$ cat src/rtl/sprite_plotter.sv
// -----------------------------------------------------------------------------
// sprite_plotter
//
// Purpose:
//   Copies a SPRITE_W x SPRITE_H sprite from a synchronous ROM (1-cycle read
//   latency) into a SCREEN_W x SCREEN_H framebuffer. It walks the ROM
//   row-major and emits one registered x/y/colour/plot write per pixel,
//   offset by an origin latched at start. Transparent pixels and pixels that
//   fall off the right/bottom screen edge get vgaPlot=0. The game FSM drives
//   the block with start/busy/done.
//
// Ports:
//   clk         in   1   system clock, all state on rising edge
//   resetn      in   1   asynchronous active-low reset
//   start       in   1   draw request, only sampled while idle
//   originX     in   8   sprite top-left x, latched on acceptance
//   originY     in   7   sprite top-left y, latched on acceptance
//   busy        out  1   draw in progress (walk + pipeline flush)
//   done        out  1   one-cycle pulse after the last pixel is emitted
//   spriteAddr  out  11  sprite ROM address, row*SPRITE_W + col
//   spriteData  in   3   ROM colour, valid the cycle after spriteAddr
//   vgaX        out  8   framebuffer x (registered)
//   vgaY        out  7   framebuffer y (registered)
//   vgaColour   out  3   framebuffer colour (registered)
//   vgaPlot     out  1   framebuffer write strobe (registered)
// -----------------------------------------------------------------------------
module sprite_plotter #(
  parameter int unsigned         SPRITE_W    = 40,
  parameter int unsigned         SPRITE_H    = 40,
  parameter int unsigned         SCREEN_W    = 160,
  parameter int unsigned         SCREEN_H    = 120,
  parameter int unsigned         COLOUR_W    = 3,
  parameter logic [COLOUR_W-1:0] TRANSPARENT = '0
) (
  input  logic                clk,
  input  logic                resetn,
  input  logic                start,
  input  logic [7:0]          originX,
  input  logic [6:0]          originY,
  output logic                busy,
  output logic                done,
  output logic [10:0]         spriteAddr,
  input  logic [COLOUR_W-1:0] spriteData,
  output logic [7:0]          vgaX,
  output logic [6:0]          vgaY,
  output logic [COLOUR_W-1:0] vgaColour,
  output logic                vgaPlot
);

  localparam int unsigned COL_W     = $clog2(SPRITE_W);
  localparam int unsigned ROW_W     = $clog2(SPRITE_H);
  localparam logic [10:0] LAST_ADDR = 11'(SPRITE_W * SPRITE_H - 1);
  localparam logic [COL_W-1:0] LAST_COL = COL_W'(SPRITE_W - 1);

  typedef enum logic [2:0] {
    S_IDLE,
    S_DRAW,
    S_DRAIN1,
    S_DRAIN2,
    S_DONE
  } state_t;

  // Clip test on the unwrapped sums: a sprite hanging over the right or
  // bottom edge must not wrap around onto the left or top of the screen.
  function automatic logic fn_on_screen(input logic [8:0] x, input logic [7:0] y);
    return (x < 9'(SCREEN_W)) && (y < 8'(SCREEN_H));
  endfunction

  function automatic logic fn_plot(input logic                vld,
                                   input logic [COLOUR_W-1:0] colour,
                                   input logic [8:0]          x,
                                   input logic [7:0]          y);
    return vld && (colour != TRANSPARENT) && fn_on_screen(x, y);
  endfunction

  state_t              r_state;
  state_t              w_state_nxt;
  logic                w_accept;
  logic                w_advance;
  logic                w_last;
  logic                w_busy;
  logic                w_done;

  logic [10:0]         r_addr;
  logic [COL_W-1:0]    r_col;
  logic [ROW_W-1:0]    r_row;
  logic [7:0]          r_origin_x;
  logic [6:0]          r_origin_y;

  logic                vld_p0;
  logic [COL_W-1:0]    r_col_p0;
  logic [ROW_W-1:0]    r_row_p0;
  logic [8:0]          w_x_p0;
  logic [7:0]          w_y_p0;

  logic                vld_p1;
  logic [7:0]          r_x_p1;
  logic [6:0]          r_y_p1;
  logic [COLOUR_W-1:0] r_colour_p1;

  // ---------------------------------------------------------------------------
  // Control FSM
  // ---------------------------------------------------------------------------
  always_ff @(posedge clk or negedge resetn) begin
    if (!resetn) begin
      r_state <= S_IDLE;
    end else begin
      r_state <= w_state_nxt;
    end
  end

  always_comb begin
    w_state_nxt = r_state;
    w_accept    = 1'b0;
    w_advance   = 1'b0;
    w_busy      = 1'b0;
    w_done      = 1'b0;
    w_last      = (r_addr == LAST_ADDR);
    unique case (r_state)
      S_IDLE: begin
        if (start) begin
          w_accept    = 1'b1;
          w_state_nxt = S_DRAW;
        end
      end
      S_DRAW: begin
        w_busy = 1'b1;
        if (w_last) begin
          w_state_nxt = S_DRAIN1;
        end else begin
          w_advance = 1'b1;
        end
      end
      // Two flush cycles: one for the ROM read latency, one for the
      // registered framebuffer outputs.
      S_DRAIN1: begin
        w_busy      = 1'b1;
        w_state_nxt = S_DRAIN2;
      end
      S_DRAIN2: begin
        w_busy      = 1'b1;
        w_state_nxt = S_DONE;
      end
      S_DONE: begin
        w_done      = 1'b1;
        w_state_nxt = S_IDLE;
      end
      default: begin
        w_state_nxt = S_IDLE;
      end
    endcase
  end

  assign busy = w_busy;
  assign done = w_done;

  // ---------------------------------------------------------------------------
  // Address walk: ROM address plus the column/row it corresponds to
  // ---------------------------------------------------------------------------
  always_ff @(posedge clk or negedge resetn) begin
    if (!resetn) begin
      r_addr     <= '0;
      r_col      <= '0;
      r_row      <= '0;
      r_origin_x <= '0;
      r_origin_y <= '0;
    end else if (w_accept) begin
      r_addr     <= '0;
      r_col      <= '0;
      r_row      <= '0;
      r_origin_x <= originX;
      r_origin_y <= originY;
    end else if (w_advance) begin
      r_addr <= r_addr + 11'd1;
      if (r_col == LAST_COL) begin
        r_col <= '0;
        r_row <= r_row + ROW_W'(1);
      end else begin
        r_col <= r_col + COL_W'(1);
      end
    end
  end

  assign spriteAddr = r_addr;

  // ---------------------------------------------------------------------------
  // Stage p0: position delayed one cycle to line up with spriteData
  // ---------------------------------------------------------------------------
  always_ff @(posedge clk or negedge resetn) begin
    if (!resetn) begin
      vld_p0 <= 1'b0;
    end else begin
      vld_p0 <= (r_state == S_DRAW);
    end
  end

  always_ff @(posedge clk) begin
    r_col_p0 <= r_col;
    r_row_p0 <= r_row;
  end

  assign w_x_p0 = 9'(r_origin_x) + 9'(r_col_p0);
  assign w_y_p0 = 8'(r_origin_y) + 8'(r_row_p0);

  // ---------------------------------------------------------------------------
  // Stage p1: registered framebuffer write
  // ---------------------------------------------------------------------------
  // Position and colour follow every pixel; only the strobe is qualified.
  always_ff @(posedge clk or negedge resetn) begin
    if (!resetn) begin
      vld_p1      <= 1'b0;
      r_x_p1      <= '0;
      r_y_p1      <= '0;
      r_colour_p1 <= '0;
    end else begin
      vld_p1      <= fn_plot(vld_p0, spriteData, w_x_p0, w_y_p0);
      r_x_p1      <= w_x_p0[7:0];
      r_y_p1      <= w_y_p0[6:0];
      r_colour_p1 <= spriteData;
    end
  end

  assign vgaX      = r_x_p1;
  assign vgaY      = r_y_p1;
  assign vgaColour = r_colour_p1;
  assign vgaPlot   = vld_p1;

endmodule

$ cat config.mk
export PLATFORM = sky130hd
export DESIGN_NAME = sprite_plotter
export DESIGN_NICKNAME = d
export VERILOG_FILES = /design/src/rtl/sprite_plotter.sv
export SDC_FILE = /design/constraint.sdc
export NUM_CORES = 1
export LEC_CHECK = 0
export CAP_MARGIN = 10
export CORE_ASPECT_RATIO = 1.1
export CORE_MARGIN = 2
export CORE_UTILIZATION = 35
export CTS_CLUSTER_SIZE = 30
export DETAILED_ROUTE_END_ITERATION = 6
export PLACE_DENSITY = 0.6
export REMOVE_ABC_BUFFERS = 1
export SLEW_MARGIN = 20
export SYNTH_ARGS = -nofsm -noshare
export SYNTH_HDL_FRONTEND = slang
export SYNTH_SLANG_ARGS = --single-unit
$ cat constraint.sdc
create_clock -name clk -period 3.03 [get_ports clk]
set_input_delay 0.4545 -clock clk [delete_from_list [all_inputs] [get_ports clk]]
set_output_delay 0.4545 -clock clk [all_outputs]
set_load 0.005 [all_outputs]
==> run_results.csv, run 1 <==
group,metric,value,unit
routing,drt_iter0_markers,54,
worst_setup_path,slowest_delay,0.44,ns
timing,slew_violations,0,
grt,grt_max_degree,31,
logic_synthesis,synth-main-ff-cell,"dfrtp_1",
power,power.density,871.9,nW/um^2
logic_synthesis,synth-seq-cells,73,
power,switching_share,34.47,%
routing,drt-pass1-iter-count,4,
worst_setup_path,worstPathCellList,"ha_1 -> fa_1 -> a211oi_1 -> nor2_1 -> a211o_1 -> nor4b_1 -> a211oi_1",
worst_setup_path,cpMostUsedCell,"a211oi_1",
hold_path,hold_end,"r_row_p0[5]",
worst_setup_path,r2r-end,"vgaPlot",
hold_path,hp-class,"reg2reg",
grt,met2_usage,23.03,%
timing,rsz0062_at_grt,"false",
routing,final_antenna_net_count,0,
cts,cts_made_buffers,9,
worst_setup_path,worstPathRequired,3.27,ns
power,pwr-share-comb,37.6,%
logic_synthesis,yosysWarningCount,0,
grt,gr-max-usage-layer,"met2",
worst_setup_path,crit_slowest_cell,"a211oi_1",
cts,cts_resized,0,
die,core_area,8919,um^2
grt,use_met3,3.893,%
cts,cts_hold_buf,1,
cells_and_area,fin_area,4111,um^2
worst_setup_path,arrival,2.62,ns
cts,cts_tree,"done",
timing,fmax,421.0,MHz
grt,grt_pass1_wl,11420,um
routing,via_count,2483,
timing,skew,0.007859,ns
routing,via_per_inst,5.057,
placed_design,placed_area,3914,um^2
power,netSwitchingPower,1.236,mW
grt,grt.overflow.total,0,
placed_design,gp_congestion,0.8132,
routing,finalWirelength,6760,um
cells_and_area,fin_util,46.10,%
timing,tns,0,ns
job,maxCapViolCount,0,
worst_setup_path,startpoint_type,"register",
logic_synthesis,async_reset_ff_share,83.56,%
power,peakVddDrop,385.7,uV
die,die_x,95.68,um
worst_setup_path,critPathBufInv,0,
worst_setup_path,reg2reg_depth,7,
cells_and_area,diodes,0,
worst_setup_path,reg2reg_slack,0.65,ns
logic_synthesis,ys_seq_area_share,54.60,%
hold_path,hold_start,"r_row[5]",
cts,cts.path.max_buffers,2,
cells_and_area,area_growth,27.07,%
cts,post-cts-setup-buffers,0,
power,power_frac_seq,42.0,%
routing,wl_per_cell,13.77,um
die,die_area,10030,um^2
worst_setup_path,end_kind,"register",
die,die_h,104.8,um
grt,grt_pass1_vias,2422,
outcome,status,"complete, no violations",
timing,max_slew_margin,68.00,%
cells_and_area,nets,410,
die,rows,36,
cells_and_area,drive_gt1_share,7.427,%
logic_synthesis,yosysUniqueCellTypes,46,
worst_setup_path,path_class,"reg2reg",
worst_setup_path,path_delay_family,"compound AO/OA/AOI/OAI gates",
timing,whs,0.4067,ns
power,power.leakage,1.839,nW
logic_synthesis,synth_edf_count,0,
logic_synthesis,syn_avg_cell_area,10.47,um^2
timing,period_share,78.40,%
cts,cts_htree_levels,3,
cts,root_buffer,"clkbuf_8",
cts,clkTransAtPathRegs,0.08,ns
cts,cts_sinks,73,
placed_design,place_hpwl,4732,um
grt,grt.total_usage,14.65,%
die,initial_core_util,36.28,%
timing,min_period,2.375,ns
placed_design,port_buffers,52,
timing,finalSetupViolCount,0,
timing,hold_viol,0,
hold_path,hold_depth,0,
routing,drc,0,
grt,gr-usage-met1,19.34,%
logic_synthesis,synthCells,309,
logic_synthesis,netlist_area,3236,um^2
power,p_int,2.349,mW
die,io_pins,53,
timing,tightest_slew,0.4771,ns
power,power.share.clock,20.4,%
cts,clock_latency,0.34,ns
grt,antenna_found_initial,0,
worst_setup_path,reg2reg_from,"r_origin_y[0]",
worst_setup_path,worstPathMaxFanout,4,
metal layers:
layer	part of all wire [%]	routed length (um)
met5	0	0
met4	0.93	63
met3	4.5	301
met2	48	3217
met1	47	3176
synth_stat cells, drive strengths merged, types with 4 or more instances:
| master | n | area share, % |
|---|---|---|
| xor2 | 11 | 3.0 |
| and2 | 9 | 1.7 |
| nand3 | 14 | 2.2 |
| dfxtp | 12 | 7.4 |
| o31ai | 4 | 0.93 |
| o21bai | 4 | 0.93 |
| or3 | 6 | 1.2 |
| a21oi | 10 | 1.5 |
| clkbuf | 5 | 0.58 |
| nand2 | 54 | 6.3 |
| a211oi | 7 | 1.6 |
| nor2 | 19 | 2.2 |
| o21ai | 13 | 2.0 |
| inv | 5 | 0.58 |
| ha | 15 | 5.8 |
| nand4 | 9 | 1.7 |
| dfrtp | 61 | 47 |
power groups by stage:
stage	Sequential (mW)	Combinational [mW]	Clock, mW
after floorplan	1.49	0.771	0
after global placement	1.52	1.33	0
after detailed placement	1.53	1.35	0
after CTS	1.51	1.37	0.758
after global routing	1.55	1.52	0.814
final	1.50	1.35	0.731
how the worst max path moves through the flow:
stage,from,slack (ns),depth (start not counted),end
global placement,r_origin_y[0],0.81,7,vgaPlot
CTS,r_origin_y[0],0.65,7,vgaPlot
global route,r_origin_y[0],0.53,7,vgaPlot
detailed placement,r_origin_y[0],0.69,7,vgaPlot
floorplan,r_state[2],-0.57,4,r_col[5]
finish,r_origin_y[0],0.65,7,vgaPlot
cells in the final DEF (no fill, tap or decap), drive strengths merged, types with 3 or more instances in the layout:
cell,count
nand3b,3
nand4,9
nor2b,3
a211oi,7
and2,9
nand2,54
o21bai,4
xor2,11
a21oi,10
inv,5
nor2,19
xnor2,3
clkdlybuf4s50,51
dfxtp,12
or3,6
nand3,14
clkinv,3
nor4b,3
nor3b,3
o21a,3
ha,15
buf,7
clkbuf,10
o21ai,13
dfrtp,61
o31ai,4
metrics by stage:
step | power, mW | std cells | setup slack [ns]
2_1_floorplan | 2.261 | 302 | -0.5734
3_3_place_gp | 2.848 | 474 | 0.8074
3_5_place_dp | 2.879 | 474 | 0.6876
4_1_cts | 3.638 | 491 | 0.6513
5_1_grt | 3.886 | 491 | 0.5277
6_report | 3.585 | 491 | 0.6545
registers in the layout, summed over array words and instances (netlist names), 3 cells and up:
name / cells
vgaY: 7
r_origin_y: 7
r_state: 3
r_col_p0: 6
spriteAddr: 11
vgaColour: 3
r_origin_x: 8
vgaX: 8
r_row_p0: 6
r_row: 6
r_col: 6
layout make-up:
type / instances / area (um^2)
clock buffers: 10 / 127.6
well taps: 114 / 142.6
inverters: 5 / 18.77
multi-input cells: 224 / 1425
fillers: 840 / 4807
clock inverters: 6 / 60.06
repair buffers: 59 / 570.5
flip-flops and latches: 73 / 1767
cell families after synthesis:
kind of cell | synth area share (%)
flops | 54.60
buf+inv | 1.547
xor+xnor | 3.790
fa+ha+maj | 7.038
simple gates | 21.15
compound gates | 11.56
mux | 0.3094
Power figures use the tool's default switching activity.
==> run 2: changes to the inputs <==
--- a/config.mk
+++ b/config.mk
@@ -11,7 +11,7 @@
 export CORE_UTILIZATION = 35
 export CTS_CLUSTER_SIZE = 30
 export DETAILED_ROUTE_END_ITERATION = 6
-export PLACE_DENSITY = 0.6
+export PLACE_DENSITY = 0.62
 export REMOVE_ABC_BUFFERS = 1
 export SLEW_MARGIN = 20
 export SYNTH_ARGS = -nofsm -noshare
==> constraint.sdc (replaced) <==
create_clock -name clk -period 2 [get_ports clk]
set_input_delay 0.3 -clock clk [delete_from_list [all_inputs] [get_ports clk]]
set_output_delay 0.3 -clock clk [all_outputs]
set_load 0.005 [all_outputs]
==> run 2 against run 1 <==
The flow now finishes with violations (setup timing); sequential power rose by 52%; setup slack got worse by 0.74 ns; design area rose by 5.5%; sequential share of layout area fell by 2.2 points; register-to-register slack got worse by 0.74 ns; largest power group unchanged; non-clock buffer count rose by 17; global-route usage fell by 0.077 points; largest cell class unchanged; clock power rose by 90%; via count rose by 1.4%.
==> run_results.csv, run 2 (synthesis results as in run 1) <==
group,metric,value,unit
worst_setup_path,arrival,2.32,ns
timing,setup_ws,-0.08462,ns
routing,via_per_inst,4.959,
worst_setup_path,worstPathRequired,2.23,ns
cts,clock_latency,0.33,ns
cells_and_area,final_common_cell,"dfrtp_1",
grt,grt.overflow.total,0,
worst_setup_path,reg2reg_slack,-0.08,ns
hold_path,hp-class,"reg2reg",
timing,slew_violations,0,
timing,tightest_slew,0.4537,ns
routing,finalWirelength,6629,um
power,power.density,1346,nW/um^2
cts,clkTransAtPathRegs,0.08,ns
routing,wl_per_cell,13.05,um
timing,min_period,2.085,ns
routing,final_antenna_net_count,0,
die,die_x,95.68,um
cts,cts_tree,"done",
cts,cts.path.max_buffers,2,
placed_design,gp_congestion,0.8440,
timing,finalSetupViolCount,1,
placed_design,place_hpwl,4619,um
cells_and_area,nets,427,
timing,period_share,104.2,%
routing,drc,0,
die,die_h,104.8,um
routing,drt_iter0_markers,82,
worst_setup_path,crit_slowest_cell,"dfrtp_1",
grt,antenna_found_initial,0,
cells_and_area,diodes,0,
worst_setup_path,end_kind,"register",
worst_setup_path,slowest_delay,0.39,ns
die,initial_core_util,36.28,%
die,die_area,10030,um^2
job,maxCapViolCount,0,
placed_design,port_buffers,52,
die,core_area,8919,um^2
worst_setup_path,worstPathCellList,"ha_2 -> fa_2 -> a211oi_2 -> buf_4 -> nor2_1 -> a211o_1 -> nor4b_2 -> a211oi_1",
die,io_pins,53,
cts,root_buffer,"clkbuf_8",
worst_setup_path,startpoint_type,"register",
grt,grt_pass1_wl,11700,um
cells_and_area,area_growth,34.03,%
timing,whs,0.4023,ns
cts,cts_sinks,73,
routing,drt-pass1-iter-count,4,
worst_setup_path,worstPathMaxFanout,4,
timing,rsz0062_at_grt,"true",
placed_design,place_ws,-0.2197,ns
timing,fmax,479.7,MHz
die,rows,36,
outcome,status,"finished with violations",
worst_setup_path,path_class,"reg2reg",
outcome,violations,"setup timing",
routing,via_count,2519,
cells_and_area,drive_gt1_share,13.20,%
timing,skew,0.005778,ns
timing,hold_viol,0,
grt,grt_pass1_vias,2525,
cts,cts_htree_levels,3,
grt,grt.total_usage,14.57,%
cells_and_area,largest_reg_flops,11,
timing,max_slew_margin,69.57,%
cells_and_area,final_cell_mix,"61 x dfrtp_1, 54 x nand2_1, 51 x clkdlybuf4s50_1, 21 x buf_4, 19 x nor2_1",
cts,cts_made_buffers,9,
grt,grt_max_degree,62,
power,peakVddDrop,608.2,uV
power,power.leakage,1.955,nW
run 2: changes by cell type in the layout (fill, tap and decap cells not counted), sizes merged:
| cell | previous run | this run |
|---|---|---|
| buf | 7 | 24 |
| bufinv | 1 | 3 |
| clkbuf | 10 | 11 |
| clkinvlp | 2 | 1 |
| clkinv | 3 | 1 |
run 2: final timing paths:
check | from | end | cells after the start
worst max-delay path | r_origin_y[0] | vgaPlot | 8
worst min-delay path | r_row[5] | r_row_p0[5] | 0
worst max register to register | r_origin_y[0] | vgaPlot | 8
worst min register to register | r_row[5] | r_row_p0[5] | 0
max in group asynchronous | resetn | spriteAddr[3] | 3
min in group asynchronous | resetn | r_origin_x[5] | 3
run 2: area by class of cell:
| class | instances | area (um^2) |
|---|---|---|
| sequential | 73 | 1767 |
| multi-input combinational | 224 | 1450 |
| inverter | 5 | 18.77 |
| tap | 114 | 142.6 |
| clock buffer | 11 | 141.4 |
| fill | 827 | 4582 |
| timing repair buffer | 76 | 714.4 |
| clock inverter | 5 | 102.6 |
run 2: through the flow:
| stage | utilization (%) | instances | setup TNS (ns) | total power [mW] | cell area [um^2] |
|---|---|---|---|---|---|
| 2_1_floorplan | - | 302 | -42.54 | 3.425 | 3204 |
| 3_3_place_gp | 45.20 | 488 | -0.1266 | 4.389 | 4031 |
| 3_5_place_dp | 45.20 | 488 | -0.2197 | 4.439 | 4031 |
| 4_1_cts | 48.46 | 507 | -0.06702 | 5.892 | 4322 |
| 5_1_grt | 48.63 | 508 | -0.1721 | 6.316 | 4337 |
| 6_report | 48.63 | 508 | -0.08462 | 5.837 | 4337 |
run 2: critical path: cells and delay by family (launching register included):
family	cells	cell delay, ns
compound gates	3	0.66
flops	1	0.39
simple gates	2	0.23
fa+ha+maj	2	0.55
buf+inv	1	0.15
run 2: metal layers:
metal  GRT usage [%]  part of all wire [%]  vias up
met1           19.27                    47     1205
met5               0                     0        -
met2           23.63                    48       49
li1                -                     -     1261
met4           4.184                  0.83        0
met3           3.461                   4.0        4
run 2: timing repair:
item | in CTS | in global routing
cloned | 0 | 0
resized for setup | 5 | 4
endpoints found under the setup margin | 1 | 5
hold endpoints to repair | 61 | 0
hold buffers | 1 | 0
buffers inserted | 2 | 1
pin swaps | 2 | 3
run 2: power by group:
part | leakage [nW] | switching (mW) | total (mW) | internal [mW]
combinational | 0.955 | 1.02 | 2.17 | 1.15
clock | 0.120 | 0.524 | 1.39 | 0.862
sequential | 0.880 | 0.332 | 2.28 | 1.95
==> run 3: changes to the inputs <==
--- a/config.mk
+++ b/config.mk
@@ -5,6 +5,7 @@
 export SDC_FILE = /design/constraint.sdc
 export NUM_CORES = 1
 export LEC_CHECK = 0
+export ABC_CLOCK_PERIOD_IN_PS = 2000
 export CAP_MARGIN = 10
 export CORE_ASPECT_RATIO = 1.1
 export CORE_MARGIN = 2
==> results of run 3 <==
Same layout as run 2: the final DEF is identical, and so are final timing and power.
